**src/rtl/range_info_pipe_pkg.sv**
```systemverilog
// Shared definitions for the range-info pipeline: collision-mode encodings
// and the width helpers used to size the position/shift fields.
package range_info_pipe_pkg;

   localparam int MODE_OR_MERGE = 0;
   localparam int MODE_PRIORITY = 1;

   // Index of the highest set bit (0 for values below 2).
   function automatic int msb_of(input int value);
      int r;
      r = 0;
      for (int b = 0; b < 31; b++) begin
         if (value >= (1 << b)) r = b;
      end
      return r;
   endfunction

   function automatic int clamp_pos(input int field, input int idx);
      return (field < idx) ? idx : field;
   endfunction

endpackage

```
**src/rtl/range_info_pipe_pos_select.sv**
```systemverilog
// Per-position select: finds the ranges that landed on POSITION, reduces their
// shifts by priority or OR-merge, and flags a collision on two or more hits.
module range_pos_select
   import range_info_pipe_pkg::*;
#(
   parameter int RANGES_MAX     = 8,
   parameter int RANGE_INFO_MSB = 3,
   parameter int COLLISION_MODE = MODE_PRIORITY,
   parameter int POSITION       = 0
) (
   input  logic [RANGES_MAX-1:0]                rvalid,
   input  logic [RANGES_MAX*RANGE_INFO_MSB-1:0] pos,
   output logic                                 hit,
   output logic [RANGE_INFO_MSB-1:0]            shift,
   output logic                                 collision
);

   localparam int FW = RANGE_INFO_MSB;

   always_comb begin
      hit       = 1'b0;
      shift     = '0;
      collision = 1'b0;
      for (int j = 0; j < RANGES_MAX; j++) begin
         if (rvalid[j] && int'(pos[j*FW +: FW]) == POSITION) begin
            if (hit) collision = 1'b1;
            if (COLLISION_MODE == MODE_OR_MERGE)
               shift = shift | (pos[j*FW +: FW] - FW'(j));
            else if (!hit)
               shift = pos[j*FW +: FW] - FW'(j);
            hit = 1'b1;
         end
      end
   end

endmodule

```
**src/rtl/range_info_pipe.sv**
```systemverilog
// Two-stage handshaked range-info decoder: stage 1 clamps and validates each
// range position, stage 2 builds the per-position mask/shift into the output slot.
module range_info_pipe
   import range_info_pipe_pkg::*;
#(
   parameter int WORD_MAX_LEN   = 8,
   parameter int RANGES_MAX     = 8,
   parameter int RANGE_INFO_MSB = 1 + msb_of(WORD_MAX_LEN - 1),
   parameter int COLLISION_MODE = MODE_PRIORITY,
   parameter int CNT_WIDTH      = 16
) (
   input  logic                                     CLK,
   input  logic                                     reset,
   input  logic [RANGES_MAX*(RANGE_INFO_MSB+1)-1:0] in_range_info,
   input  logic                                     in_valid,
   output logic                                     in_ready,
   output logic [WORD_MAX_LEN-1:0]                  out_if_range,
   output logic [WORD_MAX_LEN*RANGE_INFO_MSB-1:0]   out_shift_val,
   output logic                                     out_collision,
   output logic                                     out_overflow,
   output logic                                     out_valid,
   input  logic                                     out_ready,
   output logic [CNT_WIDTH-1:0]                     collision_cnt,
   input  logic                                     cnt_clear
);

   localparam int FW = RANGE_INFO_MSB;
   localparam int DW = RANGE_INFO_MSB + 1;

   logic                       en;
   logic [RANGES_MAX-1:0]      dec_rvalid;
   logic [RANGES_MAX*FW-1:0]   dec_pos;
   logic                       dec_overflow;

   logic                       s1_valid;
   logic [RANGES_MAX-1:0]      s1_rvalid;
   logic [RANGES_MAX*FW-1:0]   s1_pos;
   logic                       s1_overflow;

   logic [WORD_MAX_LEN-1:0]    sel_hit;
   logic [WORD_MAX_LEN-1:0]    sel_coll;
   logic [WORD_MAX_LEN*FW-1:0] sel_shift;

   // Whole pipeline advances together; only the output slot can stall it.
   assign en       = !out_valid || out_ready;
   assign in_ready = en;

   // NOTE: every output of this block gets a default before the loop so no latch is inferred.
   always_comb begin
      dec_rvalid   = '0;
      dec_pos      = '0;
      dec_overflow = 1'b0;
      for (int i = 0; i < RANGES_MAX; i++) begin
         if (in_range_info[i*DW + FW]) begin
            if (clamp_pos(int'(in_range_info[i*DW +: FW]), i) < WORD_MAX_LEN) begin
               dec_rvalid[i]       = 1'b1;
               dec_pos[i*FW +: FW] = FW'(clamp_pos(int'(in_range_info[i*DW +: FW]), i));
            end else begin
               dec_overflow = 1'b1;
            end
         end
      end
   end

   for (genvar p = 0; p < WORD_MAX_LEN; p++) begin : g_pos
      range_pos_select #(
         .RANGES_MAX     (RANGES_MAX),
         .RANGE_INFO_MSB (RANGE_INFO_MSB),
         .COLLISION_MODE (COLLISION_MODE),
         .POSITION       (p)
      ) u_sel (
         .rvalid    (s1_rvalid),
         .pos       (s1_pos),
         .hit       (sel_hit[p]),
         .shift     (sel_shift[p*FW +: FW]),
         .collision (sel_coll[p])
      );
   end

   // NOTE: sequential state uses non-blocking assignments so all stages update from pre-edge values.
   always_ff @(posedge CLK) begin
      if (reset) begin
         s1_valid      <= 1'b0;
         s1_rvalid     <= '0;
         s1_pos        <= '0;
         s1_overflow   <= 1'b0;
         out_valid     <= 1'b0;
         out_if_range  <= '0;
         out_shift_val <= '0;
         out_collision <= 1'b0;
         out_overflow  <= 1'b0;
      end else if (en) begin
         s1_valid      <= in_valid;
         s1_rvalid     <= dec_rvalid;
         s1_pos        <= dec_pos;
         s1_overflow   <= dec_overflow;
         out_valid     <= s1_valid;
         out_if_range  <= sel_hit;
         out_shift_val <= sel_shift;
         out_collision <= |sel_coll;
         out_overflow  <= s1_overflow;
      end
   end

   // Clear wins over a coincident increment.
   always_ff @(posedge CLK) begin
      if (reset || cnt_clear)
         collision_cnt <= '0;
      else if (out_valid && out_ready && out_collision && collision_cnt != '1)
         collision_cnt <= collision_cnt + CNT_WIDTH'(1);
   end

endmodule

```
**config.mk**
```make
export PLATFORM = sky130hd
export DESIGN_NAME = range_info_pipe
export DESIGN_NICKNAME = d
export VERILOG_FILES = /design/src/rtl/range_info_pipe_pkg.sv /design/src/rtl/range_info_pipe_pos_select.sv /design/src/rtl/range_info_pipe.sv
export SDC_FILE = /design/constraint.sdc
export NUM_CORES = 1
export LEC_CHECK = 0
export BUFFER_PORTS_ARGS = -buffer_cell sky130_fd_sc_hd__buf_2
export CAP_MARGIN = 30
export CORE_MARGIN = 5
export CORE_UTILIZATION = 36
export CTS_BUF_LIST = sky130_fd_sc_hd__clkbuf_16
export DETAILED_ROUTE_END_ITERATION = 12
export PLACE_DENSITY = 0.63
export REMOVE_ABC_BUFFERS = 1
export SETUP_SLACK_MARGIN = 0.4
export SLEW_MARGIN = 20
export SYNTH_ARGS = -nofsm -noshare
export SYNTH_HDL_FRONTEND = slang
export SYNTH_SLANG_ARGS = --single-unit
```
**constraint.sdc**
```tcl
create_clock -name CLK -period 2.96 [get_ports CLK]
set_input_delay 0.592 -clock CLK [delete_from_list [all_inputs] [get_ports CLK]]
set_output_delay 0.592 -clock CLK [all_outputs]
set_load 0.01 [all_outputs]
```
==> results.cfg, run 1 <==
[detailed_routing]
wl_um = 16500
via_per_inst = 5.72
first_pass_iters = 5
drtIter0Drc = 456
wl_per_cell_um = 17.3
drtAntennaViolNets = 0
drc = 0
vias = 5436

[placement]
dp_worst_setup_slack_ns = 0.481
dp_hpwl_um = 12600
gp_congestion = 0.910
port_buffers = 84
dp_cells = 935
place_area_sq_um = 6030

[grt]
grt_pass1_vias = 4965
track_usage_pct = 18.1
antenna_found_initial = 0
grt_overflow_total = 0
grt_max_degree = 46
grt_pass1_wl_um = 26300

[setup_path]
crit_arrival_ns = 2.72
path_delay_family = simple AND/OR/NAND/NOR gates
critPathRequiredTime_ns = 3.19
max_stage_delay_ns = 0.53
path_buf_inv = 1
critPathCaptureType = flip-flop
critPathKind = reg2reg
cp_max_fo = 7
crit_path_cell_trace = inv_1 -> ha_1 -> and3b_1 -> or3_4 -> a211oi_1 -> a21oi_1 -> nor4b_1 -> a31oi_1
crit_slowest_cell = nor4b_1
cp-start-kind = flip-flop

[cts]
clockBufferDepth = 2
holdBufCountCts = 0
cts_tree = yes
path_clk_slew_ns = 0.07
worstSkewPairLatency_ns = 0.36
cts_buffers = 9
numClockSinks = 82
htreeDepth = 3
root_buffer = clkbuf_16

[final_layout]
syn2layout_area_growth_pct = 14.0
fin_cells = 950
post-route-util_pct = 41.8
final_cell_mix = buf_2, dfxtp_1, nand2_1
diodes = 0
design_area_sq_um = 6330
drive_gt1_share_pct = 18.1
nets = 818
mostFrequentLayoutCell = buf_2

[floorplan]
core_sq_um = 15100
top_level_ports = 89
fp-row-count = 45
die_area_sq_um = 18000
initial_core_util_pct = 36.7
die_y_um = 134
fp.dieW_um = 134

[synthesis]
synth_edf_count = 0
synth_cell_types = 82
syn_area_per_cell_sq_um = 7.91
synth-async-reset-ratio_pct = 0
synth_top_area_share_pct = 29.5
synth_seq_cells = 82
synthTopCellsByArea = dfxtp_1, a21oi_1, nand2_1, ha_1, nor2_1
synth_cells = 702
seq_area_frac_synth_pct = 29.5
synth_area_sq_um = 5560
synthFlopType = dfxtp_1
yosysTopAreaCell = dfxtp_1
ys_warn_count = 0

[sta]
setup_viol = 0
min_period_ns = 2.49
rsz0062_at_grt = false
fin_crit_sh_pct = 84.0
final.setup.worst_slack_ns = 0.473
timing.hold.ws_ns = 0.446
tns_ns = 0
fmax_mhz = 402
skew_ns = 0.0112
worstMarginPinSlew_ns = 0.712
slew_viol_final = 0
hold_viol = 0
maxSlewHeadroom_pct = 52.5

[power_and_ir_drop]
power_mw = 2.72
powerDensity_nw_per_um2 = 430
peakVddDrop_mv = 0.277
leakage_nw = 2.57

[status]
outcome = completed

[min_path]
hp-class = reg2reg

[flow_run]
cap_violations = 0
metal layers:
metal  routed length [um]  global-route usage (%)  vias to the layer above
met5                    0                       0                        -
met4                  318                    6.28                        0
met3                 1260                    4.28                       22
met2                 7450                    28.4                      189
met1                 7430                    24.5                     2499
li1                     -                       -                     2726
power by group:
part	switching (mW)	internal [mW]	leakage [nW]
Combinational	0.233	0.159	1.75
Clock	0.465	0.651	0.141
Sequential	0.0634	1.15	0.670
Total	0.762	1.96	2.57
Yosys cell counts (4+ instances only):
cell	n
buf_1	4
a211oi_1	13
a311oi_1	6
o221ai_1	7
dfxtp_1	82
a221oi_1	5
a31oi_1	7
and3b_1	4
xor2_1	10
nor3_1	24
and3_1	10
nand4bb_1	5
clkbuf_8	6
o211ai_1	6
xnor2_1	6
nand4b_1	10
and4b_1	4
ha_1	23
a21oi_1	61
nor2_1	64
nand3b_1	10
nand2_1	79
nor2b_1	6
o22ai_1	6
nand3_1	40
clkbuf_1	26
and3b_2	4
o21ai_0	26
inv_1	17
nand2b_1	7
o21bai_1	4
o2111ai_1	5
mux2i_1	4
maj3_1	8
buf_6	4
nand4_1	20
o311ai_0	4
buf_2	9
nor3b_1	4
what timing repair did:
item / in CTS / in global routing
endpoints found under the setup margin: 0 / 4
buffers inserted: 0 / 0
resized for setup: 0 / 1
endpoints found under the hold margin: 0 / 0
registers in the layout, indices dropped and copies added, names as in the netlist:
register       count
collision_cnt     16
out_shift_val     24
out_if_range       8
s1_rvalid          8
out_collision      1
s1_valid           1
s1_pos            23
out_valid          1
tightest hold or removal path, cell delays in order (launching register included):
cell and delay, ns:
dfxtp_1 0.30, nand2_1 0.05, a21oi_1 0.05
cells by family (layout without fill, tap and decap cells):
group	after synthesis	after routing	synth area share [%]
AO/OA/AOI/OAI	175	175	20.8
XOR/XNOR	16	16	2.52
adder cells (fa/ha/maj)	31	31	6.62
buffers and inverters	69	129	6.69
flip-flops	82	82	29.5
multiplexers	5	5	0.923
other	1	1	0.0675
AND/OR/NAND/NOR	323	323	32.9
path summary, 6_finish.rpt:
kind	start	end	slack, ns	depth (start not counted)
worst max-delay path	s1_pos[9]	out_collision	0.47	8
worst min-delay path	out_shift_val[9]	out_shift_val[9]	0.45	2
worst max register to register	s1_pos[9]	out_collision	0.47	8
worst min register to register	out_shift_val[9]	out_shift_val[9]	0.45	2
area by class of cell:
class | instances | area, sq um
Clock buffer | 9 | 225
Clock inverter | 6 | 68.8
Fill cell | 1587 | 8810
Inverter | 17 | 63.8
Multi-Input combinational cell | 551 | 3550
Sequential cell | 82 | 1640
Tap cell | 188 | 235
Timing Repair Buffer | 97 | 543
Power figures use the tool's default switching activity.
==> run 2: changes to the inputs <==
--- a/config.mk
+++ b/config.mk
@@ -11,7 +11,7 @@
 export CORE_UTILIZATION = 36
 export CTS_BUF_LIST = sky130_fd_sc_hd__clkbuf_16
 export DETAILED_ROUTE_END_ITERATION = 12
-export PLACE_DENSITY = 0.63
+export PLACE_DENSITY = 0.65
 export REMOVE_ABC_BUFFERS = 1
 export SETUP_SLACK_MARGIN = 0.4
 export SLEW_MARGIN = 20
==> constraint.sdc (replaced) <==
create_clock -name CLK -period 2 [get_ports CLK]
set_input_delay 0.4 -clock CLK [delete_from_list [all_inputs] [get_ports CLK]]
set_output_delay 0.4 -clock CLK [all_outputs]
set_load 0.01 [all_outputs]
==> results.cfg, run 2 (synthesis gave the netlist of run 1 again) <==
[cts]
cts_tree = yes
worstSkewPairLatency_ns = 0.36
cts_buffers = 9
numClockSinks = 82
holdBufCountCts = 0
htreeDepth = 3
clockBufferDepth = 2
path_clk_slew_ns = 0.07
root_buffer = clkbuf_16

[final_layout]
regMostFlops = out_shift_val
diodes = 0
syn2layout_area_growth_pct = 56.4
design_area_sq_um = 8690
post-route-util_pct = 57.4
fillCellCount = 1324
multi_input_area_sq_um = 4450
mostFrequentLayoutCell = buf_4
fin_cells = 1123
nets = 990
largest_register_ffs = 24
drive_gt1_share_pct = 50.3
final_cell_mix = buf_4, buf_2, nand2_1
regArea_sq_um = 1700
top_regs = out_shift_val: 24 flops, s1_pos: 23 flops, collision_cnt: 16 flops

[floorplan]
initial_core_util_pct = 36.7
die_y_um = 134
core_sq_um = 15100
die_area_sq_um = 18000
top_level_ports = 89
fp-row-count = 45
fp.dieW_um = 134

[detailed_routing]
drc = 0
drtIter0Drc = 544
first_pass_iters = 5
via_per_inst = 5.78
drtAntennaViolNets = 0
wl_per_cell_um = 18.2
wl_um = 20400
vias = 6487

[setup_path]
cp_max_fo = 4
critPathRequiredTime_ns = 2.29
path_buf_inv = 5
cp-start-kind = flip-flop
critPathKind = reg2reg
cpMostUsedCell = buf_6
crit_path_cell_trace = inv_2 -> buf_6 -> buf_6 -> ha_4 -> nand3_4 -> nand4_1 -> buf_4 -> buf_6 -> nor2_4 -> nand2_1 -> a221o_1 -> a21oi_1
crit_slowest_cell = dfxtp_2
critPathCaptureType = flip-flop
path_delay_family = buffers and inverters
max_stage_delay_ns = 0.34
crit_arrival_ns = 2.41

[grt]
met2_usage_pct = 36.1
grt_overflow_total = 0
grt_pass1_vias = 6172
grtUsageMet3_pct = 4.95
track_usage_pct = 21.9
antenna_found_initial = 1
grt_pass1_wl_um = 31900
grt_busiest_layer = met2
grt_max_degree = 52
grtUsageMet1_pct = 27.5

[placement]
dp_cells = 1059
gp_congestion = 0.958
dp_hpwl_um = 14100
place_area_sq_um = 6960
port_buffers = 84

[power_and_ir_drop]
leakage_nw = 3.65
powerDensity_nw_per_um2 = 503
peakVddDrop_mv = 0.478

[status]
outcome = finished, violations left
violations = negative setup slack

[sta]
min_period_ns = 2.11
hold_viol = 0
skew_ns = 0.0118
slew_viol_final = 0
timing.hold.ws_ns = 0.286
fin_crit_sh_pct = 106
setup_viol = 10
rsz0062_at_grt = true
final.setup.worst_slack_ns = -0.112
fmax_mhz = 473

[flow_run]
cap_violations = 0

[min_path]
hp-class = in2reg
==> run 2: what timing repair did <==
action                     4_1_cts  5_1_grt
setup buffers                   30       18
setup endpoints to repair       48       49
pin swaps                       72       68
resized for setup              174       84
==> run 2: stage by stage <==
step,setup slack [ns],setup TNS [ns],power [mW]
3_5_place_dp,-0.224,-1.17,2.56
2_1_floorplan,-2.37,-134.58,2.15
4_1_cts,-0.0927,-0.176,4.31
5_1_grt,-0.194,-1.70,4.53
6_report,-0.112,-0.451,4.37
3_3_place_gp,-0.180,-0.744,2.55
==> run 2: cell type report <==
type	count	area share (%)
Multi-Input combinational cell	551	51.2
Timing Repair Buffer	269	22.4
Sequential cell	82	19.5
Tap cell	188	2.71
Clock buffer	9	2.59
Inverter	17	0.849
Clock inverter	7	0.677
==> run 2: tightest hold or removal path, stage by stage <==
cell     delay (ns)
buf_2          0.10
nand2_1        0.05
a21oi_1        0.05
==> run 2: report_power, final <==
part	switching (mW)	internal (mW)	leakage, nW
Combinational	0.491	0.468	2.83
Sequential	0.0738	1.70	0.685
Clock	0.768	0.863	0.139
Total	1.33	3.03	3.65
==> run 2: metal layers <==
metal / vias to the layer above / routed length, um
met5: - / 0
met4: 0 / 673
met3: 51 / 1710
met2: 315 / 9550
met1: 3058 / 8450
li1: 3063 / -
==> run 2: worst paths after layout <==
check / slack (ns) / depth (start not counted) / startpoint / endpoint
setup reg to reg: -0.11 / 12 / s1_pos[10] / out_shift_val[16]
hold / removal: 0.29 / 3 / in_valid / s1_valid
setup / recovery: -0.11 / 12 / s1_pos[10] / out_shift_val[16]
hold reg to reg: 0.45 / 2 / out_shift_val[16] / out_shift_val[16]
==> run 3: changes to the inputs <==
--- a/config.mk
+++ b/config.mk
@@ -7,7 +7,6 @@
 export LEC_CHECK = 0
 export BUFFER_PORTS_ARGS = -buffer_cell sky130_fd_sc_hd__buf_2
 export CAP_MARGIN = 30
-export CORE_MARGIN = 5
 export CORE_UTILIZATION = 36
 export CTS_BUF_LIST = sky130_fd_sc_hd__clkbuf_16
 export DETAILED_ROUTE_END_ITERATION = 12
==> constraint.sdc (replaced) <==
create_clock -name CLK -period 1.87 [get_ports CLK]
set_input_delay 0.374 -clock CLK [delete_from_list [all_inputs] [get_ports CLK]]
set_output_delay 0.374 -clock CLK [all_outputs]
set_load 0.01 [all_outputs]
==> results.cfg, run 3 (synthesis gave the netlist of run 1 again) <==
[floorplan]
fp.dieW_um = 126
top_level_ports = 89
die_y_um = 126
core_sq_um = 15100
initial_core_util_pct = 36.7
fp-row-count = 45
die_area_sq_um = 15900

[cts]
root_buffer = clkbuf_16
path_clk_slew_ns = 0.06
htreeDepth = 3
cts_buffers = 9
clockBufferDepth = 2
worstSkewPairLatency_ns = 0.36
holdBufCountCts = 0
cts_tree = yes
numClockSinks = 82

[grt]
grt_overflow_total = 0
grt_max_degree = 34
grt_pass1_wl_um = 30600
antenna_found_initial = 0
track_usage_pct = 24.5
grt_pass1_vias = 5958

[sta]
slew_viol_final = 0
hold_viol = 0
setup_viol = 19
fmax_mhz = 491
rsz0062_at_grt = true
fin_crit_sh_pct = 109
skew_ns = 0.0102
min_period_ns = 2.04
final.setup.worst_slack_ns = -0.169

[setup_path]
worstReg2RegStart = s1_pos[10]
path_delay_family = simple AND/OR/NAND/NOR gates
crit_path_cell_trace = inv_4 -> ha_4 -> and3b_2 -> buf_4 -> buf_4 -> nor3_2 -> nand2_1 -> o221a_2 -> o221a_1 -> nor3_2
worst-r2r-cell-count = 10
path_buf_inv = 3
crit_arrival_ns = 2.32
critPathRequiredTime_ns = 2.16
crit_slowest_cell = dfxtp_4
critPathKind = reg2reg
cp_max_fo = 4
max_stage_delay_ns = 0.38
critPathCaptureType = flip-flop
reg2reg_setup_slack_ns = -0.17
cp-start-kind = flip-flop
rr_endpoint = out_shift_val[2]

[final_layout]
fin_cells = 1136
post-route-util_pct = 56.9
top_regs = out_shift_val: 24 flops, s1_pos: 23 flops, collision_cnt: 16 flops
nets = 1003
drive_gt1_share_pct = 48.0
syn2layout_area_growth_pct = 55.0
largest_register_ffs = 24
mostFrequentLayoutCell = buf_4
diodes = 0
final_cell_mix = buf_4, buf_2, nand2_1
regMostFlops = out_shift_val
fillCellCount = 1320

[detailed_routing]
wl_per_cell_um = 17.5
drtAntennaViolNets = 0
first_pass_iters = 9
drc = 2
vias = 6427
via_per_inst = 5.66
wl_um = 19900
drtIter0Drc = 547

[placement]
gp_congestion = 0.957
dp_hpwl_um = 14100
dp_cells = 1079
port_buffers = 84

[power_and_ir_drop]
peakVddDrop_mv = 0.485
leakage_nw = 3.68
powerDensity_nw_per_um2 = 543

[status]
outcome = finished, violations left
violations = design-rule violations, negative setup slack

[min_path]
min_to = s1_pos[12]
hold_start = in_range_info[16]
min_path_cells = 3
hp-class = in2reg

[flow_run]
cap_violations = 0
## run 3: changes by cell type in the layout (fill, tap and decap cells not counted), sizes merged
cell,change
clkinv,-1
buf,+13
inv,+1
## run 3: layout make-up
class	count	area, sq um	area share [%]
multi-input combinational	551	4330	50.3
timing repair buffer	282	2010	23.3
sequential	82	1680	19.5
clock inverter	7	65.1	0.755
clock buffer	9	225	2.62
inverter	17	76.3	0.886
tap	188	235	2.73
## run 3: through the flow
stage / area (sq um) / TNS [ns] / hold WS (ns) / total power [mW] / worst slack (ns)
floorplan: 5250 / -143.26 / 0.426 / 2.30 / -2.50
global placement: 7100 / -3.48 / 0.440 / 2.74 / -0.287
detailed placement: 7100 / -4.52 / 0.445 / 2.75 / -0.375
CTS: 8210 / -1.89 / 0.247 / 4.63 / -0.276
global route: 8610 / -3.67 / 0.276 / 4.87 / -0.286
finish: 8610 / -1.78 / 0.252 / 4.67 / -0.169
## run 3: power by group
group          leakage (nW)  switching, mW  internal (mW)
Clock                 0.141          0.828          0.934
Sequential            0.680         0.0868           1.82
Combinational          2.86          0.514          0.487
## run 3: metal layers
metal	wire length [um]	vias up	GRT usage, %
li1	-	3088	-
met1	8640	3005	31.1
met2	9230	268	39.8
met3	1250	66	5.61
met4	809	0	10.4
met5	0	-	0
## run 3: what timing repair did
action / in CTS / in global routing
gates resized for setup: 140 / 75
buffers inserted: 30 / 11
pin swaps: 68 / 42
endpoints found under the setup margin: 48 / 61
## run 3: how the worst max path moves through the flow
stage                     from                end  slack [ns]  depth (start not counted)
finish              s1_pos[10]   out_shift_val[2]       -0.17                         10
global route        s1_pos[10]   out_shift_val[2]       -0.29                         10
CTS                 s1_pos[10]      out_collision       -0.28                          8
detailed placement   s1_pos[9]      out_collision       -0.37                          8
global placement     s1_pos[4]  out_shift_val[13]       -0.29                          9
floorplan            out_valid         s1_pos[12]       -2.50                          5
## run 3: worst min-delay path, stage by stage
cell and delay, ns:
buf_2 0.07, a22oi_1 0.05, nor2_1 0.07
